<file path="config.mk">
export PLATFORM = sky130hd
export DESIGN_NAME = regfile_sb
export DESIGN_NICKNAME = d
export VERILOG_FILES = /design/src/rtl/regfile_pkg.sv /design/src/rtl/regfile_sb_score.sv /design/src/rtl/regfile_sb.sv
export SDC_FILE = /design/constraint.sdc
export NUM_CORES = 2
export LEC_CHECK = 0
export ABC_AREA = 1
export ABC_CLOCK_PERIOD_IN_PS = 3450
export BUFFER_PORTS_ARGS = -buffer_cell sky130_fd_sc_hd__buf_2
export CAP_MARGIN = 20
export CORE_MARGIN = 2
export CORE_UTILIZATION = 55
export CTS_BUF_LIST = sky130_fd_sc_hd__clkbuf_16
export DETAILED_ROUTE_END_ITERATION = 16
export PLACE_DENSITY = 0.76
export SETUP_SLACK_MARGIN = 0.1
export SYNTH_ARGS = -nofsm -noshare
export SYNTH_HDL_FRONTEND = slang
export SYNTH_SLANG_ARGS = --single-unit
</file>
<file path="constraint.sdc">
create_clock -name clk -period 3.45 [get_ports clk]
set_input_delay 0.69 -clock clk [delete_from_list [all_inputs] [get_ports clk]]
set_output_delay 0.69 -clock clk [all_outputs]
set_load 0.02 [all_outputs]
</file>
<file path="src/rtl/regfile_pkg.sv">
`timescale 1ns/1ps
// Shared constants, count type and address-validity helper for the scoreboarded register file.
package regfile_pkg;

    localparam int unsigned DATA_W_DEF = 32;
    localparam int unsigned NREGS_DEF  = 32;

    typedef logic [$clog2(NREGS_DEF + 1)-1:0] pend_cnt_t;

    // Register 0 is hard-wired when zeroReg is set, so it is never a real target.
    function automatic logic addr_valid(input int unsigned addr, input int unsigned nregs,
                                        input bit zeroReg);
        return (addr < nregs) && !(zeroReg && (addr == 0));
    endfunction

endpackage

</file>
<file path="src/rtl/regfile_sb_score.sv">
`timescale 1ns/1ps
// Pending-write scoreboard: one bit per register, an exact popcount and per-port busy lookup.
module regfile_sb_score
    import regfile_pkg::*;
#(
    parameter int unsigned NREGS    = NREGS_DEF,
    parameter int unsigned NRD      = 2,
    parameter bit          ZERO_REG = 1'b1,
    localparam int unsigned AW      = $clog2(NREGS),
    localparam int unsigned CW      = $clog2(NREGS + 1)
) (
    input  logic              clk,
    input  logic              reset_n,
    input  logic              we3,
    input  logic [AW-1:0]     wa3,
    input  logic              iss_valid,
    input  logic [AW-1:0]     iss_addr,
    input  logic [NRD*AW-1:0] ra,
    output logic [NRD-1:0]    busy,
    output logic [CW-1:0]     pendCnt
);

    logic [NREGS-1:0] pendingQ, pendingD;
    logic [CW-1:0]    cntQ, cntD;
    logic             wrEn, issEn, wrHit, issHit;

    assign wrEn  = we3 && addr_valid(32'(wa3), NREGS, ZERO_REG);
    assign issEn = iss_valid && addr_valid(32'(iss_addr), NREGS, ZERO_REG);

    always_comb begin
        pendingD = pendingQ;
        wrHit    = 1'b0;
        issHit   = 1'b0;
        // Issue is applied after the clear so a same-cycle issue wins.
        for (int unsigned j = 0; j < NREGS; j++) begin
            if (wrEn && (wa3 == AW'(j))) begin
                pendingD[j] = 1'b0;
                wrHit       = pendingQ[j];
            end
            if (issEn && (iss_addr == AW'(j))) begin
                pendingD[j] = 1'b1;
                issHit      = pendingQ[j];
            end
        end
        cntD = cntQ;
        if (issEn && !issHit) begin
            cntD = cntD + CW'(1);
        end
        if (wrEn && wrHit && !(issEn && (iss_addr == wa3))) begin
            cntD = cntD - CW'(1);
        end
    end

    always_ff @(posedge clk or negedge reset_n) begin
        if (!reset_n) begin
            pendingQ <= '0;
            cntQ     <= '0;
        end else begin
            pendingQ <= pendingD;
            cntQ     <= cntD;
        end
    end

    // Out-of-range addresses match no entry and register 0 is never set, so both read as idle.
    always_comb begin
        busy = '0;
        for (int unsigned i = 0; i < NRD; i++) begin
            for (int unsigned j = 0; j < NREGS; j++) begin
                if (ra[i*AW +: AW] == AW'(j)) begin
                    busy[i] = pendingQ[j];
                end
            end
        end
    end

    assign pendCnt = cntQ;

endmodule

</file>
<file path="src/rtl/regfile_sb.sv">
`timescale 1ns/1ps
// Parametrised register file with pending-write scoreboard for RAW hazard detection.
// Optional write-through forwarding when REGFILE_BYPASS_EN is defined.
module regfile_sb
    import regfile_pkg::*;
#(
    parameter int unsigned DATA_W   = DATA_W_DEF,
    parameter int unsigned NREGS    = NREGS_DEF,
    parameter int unsigned NRD      = 2,
    parameter bit          ZERO_REG = 1'b1,
    localparam int unsigned AW      = $clog2(NREGS),
    localparam int unsigned CW      = $clog2(NREGS + 1)
) (
    input  logic                  clk,
    input  logic                  reset_n,
    input  logic                  we3,
    input  logic [AW-1:0]         wa3,
    input  logic [DATA_W-1:0]     wd3,
    input  logic [NRD*AW-1:0]     ra,
    output logic [NRD*DATA_W-1:0] rd,
    output logic [NRD-1:0]        rd_busy,
    input  logic                  iss_valid,
    input  logic [AW-1:0]         iss_addr,
    output logic [CW-1:0]         pend_cnt
);

    logic [DATA_W-1:0] regsQ [NREGS];
    logic              wrValid;
    logic [NRD-1:0]    scoreBusy;

    assign wrValid = we3 && addr_valid(32'(wa3), NREGS, ZERO_REG);

    always_ff @(posedge clk or negedge reset_n) begin
        if (!reset_n) begin
            for (int unsigned j = 0; j < NREGS; j++) begin
                regsQ[j] <= '0;
            end
        end else if (wrValid) begin
            for (int unsigned j = 0; j < NREGS; j++) begin
                if (wa3 == AW'(j)) begin
                    regsQ[j] <= wd3;
                end
            end
        end
    end

    regfile_sb_score #(
        .NREGS    (NREGS),
        .NRD      (NRD),
        .ZERO_REG (ZERO_REG)
    ) u_score (
        .clk       (clk),
        .reset_n   (reset_n),
        .we3       (we3),
        .wa3       (wa3),
        .iss_valid (iss_valid),
        .iss_addr  (iss_addr),
        .ra        (ra),
        .busy      (scoreBusy),
        .pendCnt   (pend_cnt)
    );

    always_comb begin
        rd      = '0;
        rd_busy = scoreBusy;
        for (int unsigned i = 0; i < NRD; i++) begin
            if (addr_valid(32'(ra[i*AW +: AW]), NREGS, ZERO_REG)) begin
                for (int unsigned j = 0; j < NREGS; j++) begin
                    if (ra[i*AW +: AW] == AW'(j)) begin
                        rd[i*DATA_W +: DATA_W] = regsQ[j];
                    end
                end
            end
`ifdef REGFILE_BYPASS_EN
            // The in-flight writeback value is the freshest copy and resolves the hazard.
            if (wrValid && (wa3 == ra[i*AW +: AW])) begin
                rd[i*DATA_W +: DATA_W] = wd3;
                rd_busy[i]             = 1'b0;
            end
`endif
        end
    end

endmodule

</file>
==> impl_results.md <==
- Vias in the first global route: 53500
- GP Congestion: 1.04
- Peak VDD IR: 0.435 mV
- Final hold violation count: 0
- Area grow syn2layout: 28.4%
- Place WS: -1600 ps
- Layout cells sized above 1: 23.5%
- CTS tree: built
- Crit path DAT: 4090 ps
- Clock sink total: 1030
- Hold-fix buffers at CTS: 0
- Slew Limit Fails: 0
- CP Launch Type: input port
- ANT nets after route: 0
- Post-Syn Area: 53000 um2
- Routed WL: 214000 um
- Initial core utilization: 55.7%
- Worst setup margin: -1330 ps
- Most frequent CP cell: nand4_1
- # rows: 113
- Max_cap viols: 0
- Clock root buffer: clkbuf_16
- DR DRC count: 0
- Nets@finish: 7803
- Synthesized instance count: 7170
- Via density: 6.15
- # setup viols final: 67
- Placed instance area: 60200 um2
- GRT overflow: 0
- Core area: 95300 um2
- CP endpoint kind: output port
- Status: finished with violations
- Port Buffers: 127
- Min Hold Slack: 41.8 ps
- DR pass1 iterations: 7
- Tcrit/Tclk final: 138%
- Global Route Usage Sum: 42.6%
- Crit path time final: 4780 ps
- Worst Path Max Fanout: 8
- Maximum number of pins on one net before global-route repair: 87
- Initial antenna violation count: 7
- Synth cell types: 41
- Yosys reg bits: 1030
- Final Power: 35.5 mW
- Die Y: 315 um
- RSZ-0062 raised after global routing: true
- Bufs on Longest Clock Path: 3
- Power Density: 521 nW/um2
- Peak Freq: 209 MHz
- Clk slew on worst S/H paths: 60 ps
- Worst Hold Class: in -> async
- Worst Skew: 19.4 ps
- Slew @ Worst Pin: 1090 ps
- Drt initial violations: 8625
- Crit-path leading delay family: simple AND/OR/NAND/NOR gates
- Placed cell count: 8791
- Register area share after synthesis: 48.6%
- Syn_nets: 7228
- Post-DP HPWL: 155000 um
- Setup TNS Final: -74340 ps
- H-tree Lvls: 3
- Diode count: 0
- Failing checks: negative setup slack
- IO Pins: 128
- Die ar.: 98900 um2
- Finished Layout Cells: 9096
- Max stage delay on crit path: 310 ps
- Crit path kind: in -> out
- Leakage: 31.7 nW
- Wire length per cell: 23.6 um
- Relative slew slack: 27.0%
- Worst Path Required: 2760 ps
- Die width: 315 um
- Final non-filler cell area: 68100 um2
- Slowest-stage cell, CP: a221oi_2
- Count of warnings emitted by yosys: 0
- Cts bufs inserted: 113
- Util after Layout: 71.5%
- Global-route wire length before repair: 319000 um
- Mapped Avg Cell Area: 7.40 um2
- CP Buf/Inv Count: 7
- Clk_lat worst skew: 720 ps
- DR vias: 56000
## logic make-up after synthesis
group           Yosys count  share of synthesized area (%)
fa+ha+maj                 2                         0.0472
flops                  1030                           48.6
xor+xnor                 12                          0.198
compound gates         1721                           17.6
simple gates           3272                           25.5
buf+inv                1133                           8.10
## per-layer routing
metal  track usage (%)  vias to the layer above  routed length [um]
met1              57.9                    26900               81500
li1                  -                    24600                   -
met2              64.0                     3647               93500
met4              21.4                        6               12700
met3              10.3                      755               26700
met5                 0                        -                  39
## final timing paths
check                                    startpoint                 end  slack, ps  depth (start not counted)
worst max-delay path                          ra[2]              rd[19]      -1330                         26
worst min-delay path                        reset_n          regsQ[388]         40                          1
worst max register to register  u_score.pendingQ[3]  u_score.pendCnt[4]        -60                         25
worst min register to register           regsQ[906]          regsQ[906]        490                          2
max in group asynchronous                   reset_n           regsQ[17]       2410                          2
min in group clk                            wd3[30]          regsQ[350]        380                          3
## placed cells by master, fill, tap and decap left out, types with 15 or more instances in the layout
cell	n
nor2_1	359
o221ai_2	29
o2111ai_1	19
buf_12	96
nor2_4	32
clkinv_2	22
a21oi_2	146
or2_2	57
o21ai_0	1081
buf_6	133
o21a_1	20
buf_4	640
o211ai_1	27
a221oi_2	25
inv_1	601
o21ai_2	23
a21oi_1	129
nand2_1	2185
nand4_1	275
clkinv_1	41
nand2_2	60
clkbuf_16	119
nor3_2	15
nand2_4	24
inv_2	45
o22ai_2	19
o22ai_1	28
nand3_1	81
nand3_2	49
nor2_2	111
o21ai_1	87
dfrtp_1	1029
buf_8	15
buf_2	58
o2111ai_2	46
## final cells by class
cell class	instances	area (um2)
Clock buffer	119	2980
Clock inverter	82	455
Fill cell	7439	27200
Inverter	648	2530
Multi-Input combinational cell	5008	26000
Sequential cell	1030	25800
Tap cell	1265	1580
Timing Repair Buffer	943	8770
Timing Repair inverter	1	11.3
## where the power goes
group	leakage (nW)	internal [mW]	switching (mW)
Combinational	17.2	2.83	4.72
Clock	1.79	6.44	5.12
Sequential	12.8	14.6	1.81
Total	31.7	23.8	11.6
## registers in the layout, indices dropped and copies added, names as in the netlist
register,cells
regsQ,992
u_score.pendCnt,6
u_score.pendingQ,32
## repair_timing
| action | 4_1_cts | 5_1_grt |
|---|---|---|
| pin swaps | 402 | 511 |
| endpoints found under the setup margin | 67 | 72 |
| gates cloned | 6 | 0 |
| setup buffers | 62 | 44 |
| gates resized for setup | 654 | 322 |
## cell usage after synthesis
cell       number  area [um2]
nor3b_1         1        7.51
xnor2_1         3        26.3
nand3b_1        6        45.0
nand3_2         6        60.1
nand3_4         1        17.5
nand4_4         1        21.3
o221a_2         1        11.3
buf_1           9        33.8
buf_4           2        15.0
o22ai_1        54         338
o211ai_1       27         203
nand2_1      2261        8490
nand3_1       129         646
o21ai_1        12        60.1
nor2_4          9         101
a221oi_1       26         228
buf_2          17        85.1
clkinv_1       10        37.5
dfrtp_1      1030       25800
xor2_1          9        78.8
buf_6           2        22.5
nand4_1       275        1720
o221ai_1       42         368
a21boi_0        1        7.51
or2_1           1        6.26
nor3_1         21         105
nand2_4         2        22.5
o21a_1         20         150
o21ai_0      1180        5910
inv_1         627        2350
clkbuf_1      455        1710
ha_1            2        25.0
nor2_1        485        1820
nor2_2          8        50.1
nor4_1          1        6.26
nand2_2         8        50.1
inv_2          10        37.5
or2_2          57         357
a21oi_1       289        1450
clkinv_2        1        5.00
o2111ai_1      69         604
## worst register-to-register path, stage by stage, from the launching register on
cell,delay (ps)
dfrtp_2,490
buf_6,150
buf_6,110
nand3_2,70
nand3_2,80
nor2_1,90
nand4_1,90
nand2_1,80
nand4_1,70
nor2_1,140
nand4_1,120
nand2_1,90
nand4_1,100
nor2_1,100
nand4_1,130
nor2_2,170
nand4_1,130
nor2_2,150
nand4_4,270
nand2_2,200
nand2_4,90
ha_4,170
inv_2,50
nor2_2,50
nand3_1,100
xor2_1,170
(Power assumes the default switching activity.)
